File: config.mk
export PLATFORM = sky130hd
export DESIGN_NAME = mcu_controller
export DESIGN_NICKNAME = d
export VERILOG_FILES = /design/src/rtl/ctrl_pkg.sv /design/src/rtl/cond_check.sv /design/src/rtl/mcu_controller.sv
export SDC_FILE = /design/constraint.sdc
export NUM_CORES = 1
export LEC_CHECK = 0
export CORE_MARGIN = 5
export CORE_UTILIZATION = 39
export CTS_BUF_LIST = sky130_fd_sc_hd__clkbuf_4 sky130_fd_sc_hd__clkbuf_8
export CTS_CLUSTER_SIZE = 12
export DETAILED_ROUTE_END_ITERATION = 7
export GPL_TIMING_DRIVEN = 0
export PLACE_DENSITY = 0.75
export SLEW_MARGIN = 30
export SYNTH_ARGS = -nofsm -noshare
export SYNTH_HDL_FRONTEND = slang
export SYNTH_SLANG_ARGS = --single-unit
File: constraint.sdc
create_clock -name clk -period 2.11 [get_ports clk]
set_clock_uncertainty 0.15 [all_clocks]
set_input_delay 0.5275 -clock clk [delete_from_list [all_inputs] [get_ports clk]]
set_output_delay 0.5275 -clock clk [all_outputs]
set_load 0.05 [all_outputs]
File: src/rtl/ctrl_pkg.sv
// Shared encodings for the CR-16-style multicycle controller.
package ctrl_pkg;

    localparam int unsigned OP_W    = 4;
    localparam int unsigned STATE_W = 4;

    // Primary opcodes (instr[15:12])
    localparam logic [OP_W-1:0] OP_RTYPE = 4'b0000;
    localparam logic [OP_W-1:0] OP_ANDI  = 4'b0001;
    localparam logic [OP_W-1:0] OP_ORI   = 4'b0010;
    localparam logic [OP_W-1:0] OP_XORI  = 4'b0011;
    localparam logic [OP_W-1:0] OP_MEMJ  = 4'b0100;
    localparam logic [OP_W-1:0] OP_ADDI  = 4'b0101;
    localparam logic [OP_W-1:0] OP_SUBI  = 4'b1001;
    localparam logic [OP_W-1:0] OP_CMPI  = 4'b1011;
    localparam logic [OP_W-1:0] OP_BCOND = 4'b1100;
    localparam logic [OP_W-1:0] OP_MOVI  = 4'b1101;

    // Extensions (instr[7:4]) for the R-type group
    localparam logic [OP_W-1:0] EXT_AND = 4'b0001;
    localparam logic [OP_W-1:0] EXT_OR  = 4'b0010;
    localparam logic [OP_W-1:0] EXT_XOR = 4'b0011;
    localparam logic [OP_W-1:0] EXT_ADD = 4'b0101;
    localparam logic [OP_W-1:0] EXT_SUB = 4'b1001;
    localparam logic [OP_W-1:0] EXT_CMP = 4'b1011;
    localparam logic [OP_W-1:0] EXT_MOV = 4'b1101;

    // Extensions for the memory/jump group
    localparam logic [OP_W-1:0] EXT_LOAD  = 4'b0000;
    localparam logic [OP_W-1:0] EXT_STOR  = 4'b0100;
    localparam logic [OP_W-1:0] EXT_JCOND = 4'b1100;

    // Condition codes
    localparam logic [OP_W-1:0] CC_EQ = 4'h0;
    localparam logic [OP_W-1:0] CC_NE = 4'h1;
    localparam logic [OP_W-1:0] CC_CS = 4'h2;
    localparam logic [OP_W-1:0] CC_CC = 4'h3;
    localparam logic [OP_W-1:0] CC_HI = 4'h4;
    localparam logic [OP_W-1:0] CC_LS = 4'h5;
    localparam logic [OP_W-1:0] CC_GT = 4'h6;
    localparam logic [OP_W-1:0] CC_LE = 4'h7;
    localparam logic [OP_W-1:0] CC_FS = 4'h8;
    localparam logic [OP_W-1:0] CC_FC = 4'h9;
    localparam logic [OP_W-1:0] CC_LO = 4'hA;
    localparam logic [OP_W-1:0] CC_HS = 4'hB;
    localparam logic [OP_W-1:0] CC_LT = 4'hC;
    localparam logic [OP_W-1:0] CC_GE = 4'hD;
    localparam logic [OP_W-1:0] CC_UC = 4'hE;
    localparam logic [OP_W-1:0] CC_NV = 4'hF;

    // Flag bit positions in {N,Z,F,L,C}
    localparam int unsigned FLAG_C = 0;
    localparam int unsigned FLAG_L = 1;
    localparam int unsigned FLAG_F = 2;
    localparam int unsigned FLAG_Z = 3;
    localparam int unsigned FLAG_N = 4;

    // Mux select encodings
    localparam logic       PC_S_RSRC   = 1'b0;
    localparam logic       PC_S_ALU    = 1'b1;
    localparam logic       MEM_S_RDEST = 1'b0;
    localparam logic       MEM_S_PC    = 1'b1;
    localparam logic [1:0] WD_S_IMM    = 2'b00;
    localparam logic [1:0] WD_S_RSRC   = 2'b01;
    localparam logic [1:0] WD_S_MEM    = 2'b10;
    localparam logic [1:0] WD_S_ALU    = 2'b11;
    localparam logic [1:0] ALUA_S_RSRC = 2'b00;
    localparam logic [1:0] ALUA_S_PC   = 2'b01;
    localparam logic [1:0] ALUA_S_IMM  = 2'b10;
    localparam logic [1:0] ALUA_S_ZERO = 2'b11;
    localparam logic [1:0] ALUB_S_RDEST = 2'b00;
    localparam logic [1:0] ALUB_S_IMM   = 2'b01;
    localparam logic [1:0] ALUB_S_ONE   = 2'b10;

    typedef enum logic [STATE_W-1:0] {
        S_FETCH  = 4'd0,
        S_FETCH2 = 4'd1,
        S_DECODE = 4'd2,
        S_EXEC   = 4'd3,
        S_WB     = 4'd4,
        S_MOVE   = 4'd5,
        S_LD_RD  = 4'd6,
        S_LD_WB  = 4'd7,
        S_STORE  = 4'd8,
        S_BR_ADD = 4'd9,
        S_BR_PC  = 4'd10,
        S_JUMP   = 4'd11
    } state_t;

endpackage

File: src/rtl/cond_check.sv
// Branch/jump condition evaluation against the PSR flags.
module cond_check
    import ctrl_pkg::*;
#(
    parameter int unsigned OPW   = 4,
    parameter int unsigned FLAGW = 5
) (
    input  logic [OPW-1:0]   cond,
    input  logic [FLAGW-1:0] flags,
    output logic             taken
);

    logic n_f, z_f, f_f, l_f, c_f;

    assign n_f = flags[FLAG_N];
    assign z_f = flags[FLAG_Z];
    assign f_f = flags[FLAG_F];
    assign l_f = flags[FLAG_L];
    assign c_f = flags[FLAG_C];

    // Condition table lookup
    always_comb begin
        taken = 1'b0;
        case (cond)
            CC_EQ: taken = z_f;
            CC_NE: taken = !z_f;
            CC_CS: taken = c_f;
            CC_CC: taken = !c_f;
            CC_HI: taken = l_f;
            CC_LS: taken = !l_f;
            CC_GT: taken = n_f;
            CC_LE: taken = !n_f;
            CC_FS: taken = f_f;
            CC_FC: taken = !f_f;
            CC_LO: taken = !l_f && !z_f;
            CC_HS: taken = l_f || z_f;
            CC_LT: taken = !n_f && !z_f;
            CC_GE: taken = n_f || z_f;
            CC_UC: taken = 1'b1;
            CC_NV: taken = 1'b0;
            default: taken = 1'b0;
        endcase
    end

endmodule

File: src/rtl/mcu_controller.sv
// Multicycle Moore control FSM for the 16-bit CR-16-style datapath.
module mcu_controller
    import ctrl_pkg::*;
#(
    parameter int unsigned OPW   = 4,
    parameter int unsigned FLAGW = 5
) (
    input  logic             clk,
    input  logic             reset,
    input  logic [OPW-1:0]   op_code,
    input  logic [OPW-1:0]   op_ext,
    input  logic [OPW-1:0]   cond,
    input  logic [FLAGW-1:0] flags,
    output logic             pc_s,
    output logic             mem_s,
    output logic [1:0]       wd_s,
    output logic [1:0]       alua_s,
    output logic [1:0]       alub_s,
    output logic             sign_ext_s,
    output logic             alu_add,
    output logic             pc_en,
    output logic             inst_en,
    output logic             alu_out_en,
    output logic             mem_reg_en,
    output logic             regwrite,
    output logic             flag_en,
    output logic             mem_we
);

    state_t state, state_nxt;
    logic   taken;

    logic is_r, r_alu, r_mov, r_flag, r_cmp;
    logic i_alu, i_sext, i_cmp, i_movi;
    logic is_load, is_stor, is_jcond, is_bcond;

    cond_check #(.OPW(OPW), .FLAGW(FLAGW)) u_cond (
        .cond  (cond),
        .flags (flags),
        .taken (taken)
    );

    // Instruction class decode from the held instruction fields
    always_comb begin
        is_r     = (op_code == OP_RTYPE);
        r_alu    = is_r && (op_ext == EXT_AND || op_ext == EXT_OR  || op_ext == EXT_XOR ||
                            op_ext == EXT_ADD || op_ext == EXT_SUB || op_ext == EXT_CMP);
        r_mov    = is_r && (op_ext == EXT_MOV);
        r_flag   = is_r && (op_ext == EXT_ADD || op_ext == EXT_SUB || op_ext == EXT_CMP);
        r_cmp    = is_r && (op_ext == EXT_CMP);
        i_sext   = (op_code == OP_ADDI) || (op_code == OP_SUBI) || (op_code == OP_CMPI);
        i_alu    = i_sext || (op_code == OP_ANDI) || (op_code == OP_ORI) || (op_code == OP_XORI);
        i_cmp    = (op_code == OP_CMPI);
        i_movi   = (op_code == OP_MOVI);
        is_load  = (op_code == OP_MEMJ) && (op_ext == EXT_LOAD);
        is_stor  = (op_code == OP_MEMJ) && (op_ext == EXT_STOR);
        is_jcond = (op_code == OP_MEMJ) && (op_ext == EXT_JCOND);
        is_bcond = (op_code == OP_BCOND);
    end

    // State register with synchronous reset
    always_ff @(posedge clk) begin
        if (reset) state <= S_FETCH;
        else       state <= state_nxt;
    end

    // Next-state logic
    always_comb begin
        state_nxt = S_FETCH;
        case (state)
            S_FETCH:  state_nxt = S_FETCH2;
            S_FETCH2: state_nxt = S_DECODE;
            S_DECODE: begin
                if (r_alu || i_alu)       state_nxt = S_EXEC;
                else if (r_mov || i_movi) state_nxt = S_MOVE;
                else if (is_load)         state_nxt = S_LD_RD;
                else if (is_stor)         state_nxt = S_STORE;
                else if (is_bcond)        state_nxt = taken ? S_BR_ADD : S_FETCH;
                else if (is_jcond)        state_nxt = taken ? S_JUMP : S_FETCH;
                else                      state_nxt = S_FETCH;
            end
            S_EXEC:   state_nxt = (r_cmp || i_cmp) ? S_FETCH : S_WB;
            S_LD_RD:  state_nxt = S_LD_WB;
            S_BR_ADD: state_nxt = S_BR_PC;
            default:  state_nxt = S_FETCH;
        endcase
    end

    // Output decode; write enables and strobes are suppressed during reset
    always_comb begin
        pc_s       = PC_S_RSRC;
        mem_s      = MEM_S_RDEST;
        wd_s       = WD_S_IMM;
        alua_s     = ALUA_S_RSRC;
        alub_s     = ALUB_S_RDEST;
        sign_ext_s = 1'b0;
        alu_add    = 1'b0;
        pc_en      = 1'b0;
        inst_en    = 1'b0;
        alu_out_en = 1'b0;
        mem_reg_en = 1'b0;
        regwrite   = 1'b0;
        flag_en    = 1'b0;
        mem_we     = 1'b0;
        case (state)
            S_FETCH:  mem_s = MEM_S_PC;
            S_FETCH2: begin
                inst_en    = 1'b1;
                mem_s      = MEM_S_PC;
                alua_s     = ALUA_S_PC;
                alub_s     = ALUB_S_ONE;
                alu_add    = 1'b1;
                alu_out_en = 1'b1;
            end
            S_DECODE: begin
                pc_s  = PC_S_ALU;
                pc_en = 1'b1;
            end
            S_EXEC: begin
                alua_s     = ALUA_S_RSRC;
                alub_s     = is_r ? ALUB_S_RDEST : ALUB_S_IMM;
                alu_out_en = 1'b1;
                flag_en    = r_flag || i_sext;
                sign_ext_s = i_sext;
            end
            S_WB: begin
                wd_s     = WD_S_ALU;
                regwrite = 1'b1;
            end
            S_MOVE: begin
                regwrite = 1'b1;
                wd_s     = r_mov ? WD_S_RSRC : WD_S_IMM;
            end
            S_LD_RD: begin
                mem_s      = MEM_S_RDEST;
                mem_reg_en = 1'b1;
            end
            S_LD_WB: begin
                wd_s     = WD_S_MEM;
                regwrite = 1'b1;
            end
            S_STORE: begin
                mem_s  = MEM_S_RDEST;
                mem_we = 1'b1;
            end
            S_BR_ADD: begin
                alua_s     = ALUA_S_PC;
                alub_s     = ALUB_S_IMM;
                sign_ext_s = 1'b1;
                alu_add    = 1'b1;
                alu_out_en = 1'b1;
            end
            S_BR_PC: begin
                pc_s  = PC_S_ALU;
                pc_en = 1'b1;
            end
            S_JUMP: begin
                pc_s  = PC_S_RSRC;
                pc_en = 1'b1;
            end
            default: ;
        endcase
        if (reset) begin
            pc_en    = 1'b0;
            inst_en  = 1'b0;
            regwrite = 1'b0;
            flag_en  = 1'b0;
            mem_we   = 1'b0;
        end
    end

endmodule

==> reports/metrics.yaml, run 1 <==
stdcell_count: 194
synthTopCellsByArea: "dfxtp_1 (9.6%), nand2b_1 (6.0%), nor2_1 (5.0%)"
num_rows: 16
crit_arrival_ns: 1.82
final_common_cell: "buf_4"
relSlewSlack_pct: 56.9
coreArea_sq_mm: 0.00200
cts_made_buffers: 3
clk_latency_ns: 0.23
rrSetupSlack_ns: 0.40
mostFrequentLayoutCells: "buf_4 (19), nand2_1 (8), buf_6 (7)"
whs_path_depth: 3
r2r_cells: 5
grt_max_degree: 11
vias: 1096
antenna_found_initial: 0
largest_register_ffs: 4
cts_tree: "built"
syn_avg_cell_area_sq_um: 6.88
worst_setup_path_start_kind: "input pin"
async_flop_share_pct: 0
cts_hold_buf: 0
timing.rr.end: "state[3]"
synth_top_area_share_pct: 9.62
pin_count: 36
layout-drive-gt1-share_pct: 52.7
dieHeight_um: 56.2
syn-num-nets: 140
cts_root_buffer: "clkbuf_4"
critPathRequiredTime_ns: 1.43
setup_tns_ns: -0.755
hp-class: "reg -> reg"
top_register: "state"
path_max_fanout: 5
antennaDiodeCount: 0
ys_seq_area_share_pct: 9.62
die-width_um: 56.2
period_share_pct: 119
ys_ff_latch: 4
clockBufferDepth: 2
yosys.area.top_type: "dfxtp_1"
grtUsageTotal_pct: 17.8
drv_slew: 0
h-tree-depth: 1
hold_end: "state[0]"
setup_viol: 5
io_buffer_count: 32
netlist_instances: 121
dp.cells: 180
fin_util_pct: 75.8
grt_pass1_wl_um: 4730
fin_ws_ns: -0.392
p_per_area_mw_per_mm2: 330
worst_hold_slack_ns: 0.516
status: "complete, but fails checks"
power.leakage_nw: 0.599
dp_hpwl_um: 2090
ant_nets: 0
worstHoldStart: "state[1]"
r2r_start: "state[2]"
start_util_pct: 41.6
first_pass_iters: 4
yosysUniqueCellTypes: 49
drtIter0Drc: 21
path_class: "in -> out"
design_area_sq_mm: 0.00152
cp-end-kind: "output pin"
wl_per_cell_um: 15.3
failed_checks: "setup timing"
drc_errors: 0
via_per_inst: 5.65
netlist_area_sq_um: 832
synth_edf_count: 0
finalWirelength_um: 2970
reg_top3: "state (4)"
fmax_mhz: 400
max_cap_violations: 0
gp_congestion: 0.847
syn_to_final_growth_pct: 82.4
power_mw: 0.500
clkSlewWorstSetupHoldPaths_ns: 0.04
dpl-instance-area_sq_mm: 0.00133
die_area_sq_mm: 0.00316
cts.sinks: 4
peakVddDrop_uv: 271
tightest_slew_ns: 0.637
nets: 188
gr-total-overflow: 0
dominantRegCellSynth: "dfxtp_1"
place_ws_ns: -1.55
synth_warnings: 0
grt_pass1_vias: 1074
final_hold_viol_count: 0
period_minus_slack_ns: 2.50
rsz0062_at_grt: "yes"
[routing by layer]
metal	track usage [%]	vias up	wire length, um
li1	-	555	-
met4	6.78	0	15
met1	21.6	508	1310
met5	0	-	0
met3	2.09	2	145
met2	31.6	31	1500
[worst max path at each step]
stage	start	end	slack (ns)
floorplan	op_code[0]	wd_s[0]	-0.42
global placement	op_code[0]	wd_s[0]	-1.50
detailed placement	op_code[0]	wd_s[0]	-1.55
CTS	op_code[2]	wd_s[0]	-0.44
global route	op_code[1]	wd_s[0]	-0.41
finish	op_code[1]	wd_s[0]	-0.39
[what timing repair did]
action                                  4_1_cts  5_1_grt
endpoints found under the setup margin       20       17
buffers inserted                              6        9
pin swaps                                     6       11
hold endpoints to repair                      0        0
gates resized for setup                     151       29
[kinds of logic after synthesis]
| group | after synthesis | synth area share, % |
|---|---|---|
| AO/OA/AOI/OAI | 34 | 29.6 |
| XOR/XNOR | 1 | 1.05 |
| buffers and inverters | 15 | 7.67 |
| flip-flops | 4 | 9.62 |
| multiplexers | 4 | 4.81 |
| other | 1 | 0.451 |
| AND/OR/NAND/NOR | 62 | 46.8 |
[synthesized netlist by cell type, drive strengths merged (2+ instances only)]
cell type and number:
nor2 11, nand2 8, nand2b 8, clkbuf 7
o21ai 7, a21oi 6, inv 6, nor3b 6
dfxtp 4, mux2i 4, a211oi 3, nor2b 3
nor3 3, nor4 3, or2 3, or3 3
a2111oi 2, and3b 2, and4b 2, buf 2
nand4 2, o211ai 2, o31ai 2
[area by class of cell]
class                      instances  area, sq um
timing repair buffer              47          439
multi-input combinational        102          886
tap                               27         33.8
inverter                           6         22.5
buffer                             5         30.0
clock buffer                       3         22.5
sequential                         4         83.8
fill                             163          484
[power by group]
part	internal [mW]	leakage, nW	switching (mW)
clock	0.0636	0.0138	0.0312
combinational	0.134	0.551	0.177
sequential	0.0813	0.0338	0.0126
total	0.279	0.599	0.221
[critical path, cell delays in order]
cell and delay, ns:
buf_12 0.11, nand4bb_4 0.22, or3_4 0.42, a2111oi_4 0.34
buf_6 0.21
No activity file was read; power rests on OpenSTA's default activity.
==> run 2, diff against run 1 <==
Settings changed: MAX_ROUTING_LAYER from default to met4.
==> run 2 against run 1 <==
- the flow still finishes with violations (setup timing)
- clock power is essentially flat
- via count grew 0.73%
- non-clock buffer count is the same
==> reports/metrics.yaml, run 2 (synthesis gave the netlist of run 1 again) <==
status: "complete, but fails checks"
failed_checks: "setup timing"
worst_setup_path_start_kind: "input pin"
period_minus_slack_ns: 2.50
power_mw: 0.500
cp-end-kind: "output pin"
grt_pass1_vias: 1074
layout-drive-gt1-share_pct: 52.7
pin_count: 36
relSlewSlack_pct: 56.7
gr-total-overflow: 0
critical_path_buf_inv_count: 2
grtUsageTotal_pct: 18.3
dp_hpwl_um: 2090
first_pass_iters: 4
critPathRequiredTime_ns: 1.43
drc_errors: 0
fmax_mhz: 400
path_max_fanout: 5
cts_hold_buf: 0
max_stage_delay_ns: 0.42
reg_top3: "state (4)"
crit_chain: "buf_12, nand4bb_4, or3_4, a2111oi_4, buf_6"
cts_tree: "built"
peakVddDrop_uv: 271
period_share_pct: 119
grt_pass1_wl_um: 4730
largest_register_ffs: 4
path_class: "in -> out"
clkSlewWorstSetupHoldPaths_ns: 0.04
mostFrequentLayoutCells: "buf_4 (19), nand2_1 (8), buf_6 (7)"
design_area_sq_mm: 0.00152
coreArea_sq_mm: 0.00200
final_common_cell: "buf_4"
drv_slew: 0
die_area_sq_mm: 0.00316
critical-path-top-delay-family: "simple AND/OR/NAND/NOR gates"
finalWirelength_um: 2970
start_util_pct: 41.6
antennaDiodeCount: 0
setup_tns_ns: -0.756
h-tree-depth: 1
cts_root_buffer: "clkbuf_4"
top_register: "state"
dieHeight_um: 56.2
rsz0062_at_grt: "yes"
clockBufferDepth: 2
cts_made_buffers: 3
ant_nets: 0
cts.sinks: 4
antenna_found_initial: 0
syn_to_final_growth_pct: 82.4
setup_viol: 5
fin_ws_ns: -0.393
gp_congestion: 0.860
slowest_stage: "or3_4"
num_rows: 16
nets: 188
dpl-instance-area_sq_mm: 0.00133
hp-class: "reg -> reg"
clk_latency_ns: 0.23
crit_arrival_ns: 1.83
worst_hold_slack_ns: 0.515
via_per_inst: 5.69
wl_per_cell_um: 15.3
max_cap_violations: 0
grt_max_degree: 11
die-width_um: 56.2
drtIter0Drc: 24
tightest_slew_ns: 0.640
io_buffer_count: 32
power.leakage_nw: 0.599
final_hold_viol_count: 0
p_per_area_mw_per_mm2: 330
vias: 1104
==> run 2: what timing repair did <==
item	CTS	global route
setup endpoints to repair	20	17
setup buffers	6	9
resized for setup	151	29
pin swaps	6	11
==> run 2: through the flow <==
| stage | utilization (%) | instances | setup slack [ns] |
|---|---|---|---|
| final | 75.8 | 194 | -0.393 |
| after global routing | 75.8 | 194 | -0.413 |
| after CTS | 70.1 | 186 | -0.439 |
| after floorplan | - | 121 | -0.423 |
| after detailed placement | 66.5 | 180 | -1.55 |
| after global placement | 66.5 | 180 | -1.50 |
==> run 2: metal layers <==
metal	global-route usage, %	vias to the layer above	share of wire, %
met5	-	-	0
met4	6.78	0	0.50
li1	-	556	-
met3	2.09	2	4.0
met2	31.6	31	51
met1	21.6	515	45
==> run 2: final cells by class <==
| cell class | count | area, sq um |
|---|---|---|
| well taps | 27 | 33.8 |
| clock buffers | 3 | 22.5 |
| repair buffers | 47 | 439 |
| multi-input cells | 102 | 886 |
| flip-flops and latches | 4 | 83.8 |
| inverters | 6 | 22.5 |
| fillers | 163 | 484 |
| plain buffers | 5 | 30.0 |
==> run 2: worst min-delay path: stages, from the launching register on <==
cell,delay [ns]
dfxtp_2,0.37
nand2_1,0.12
o31ai_1,0.09
nand2_1,0.05
==> run 2: final timing paths <==
check             start       end  slack, ns  cells past startpoint
max          op_code[1]   wd_s[0]      -0.39                      5
min            state[1]  state[0]       0.52                      3
max reg2reg    state[2]  state[3]       0.40                      5
min reg2reg    state[1]  state[0]       0.52                      3
==> run 2: power breakdown <==
group	switching, mW	internal, mW	leakage, nW	total (mW)
Clock	0.0310	0.0636	0.0138	0.0946
Sequential	0.0126	0.0813	0.0338	0.0939
Combinational	0.178	0.134	0.551	0.312
Total	0.221	0.279	0.599	0.500
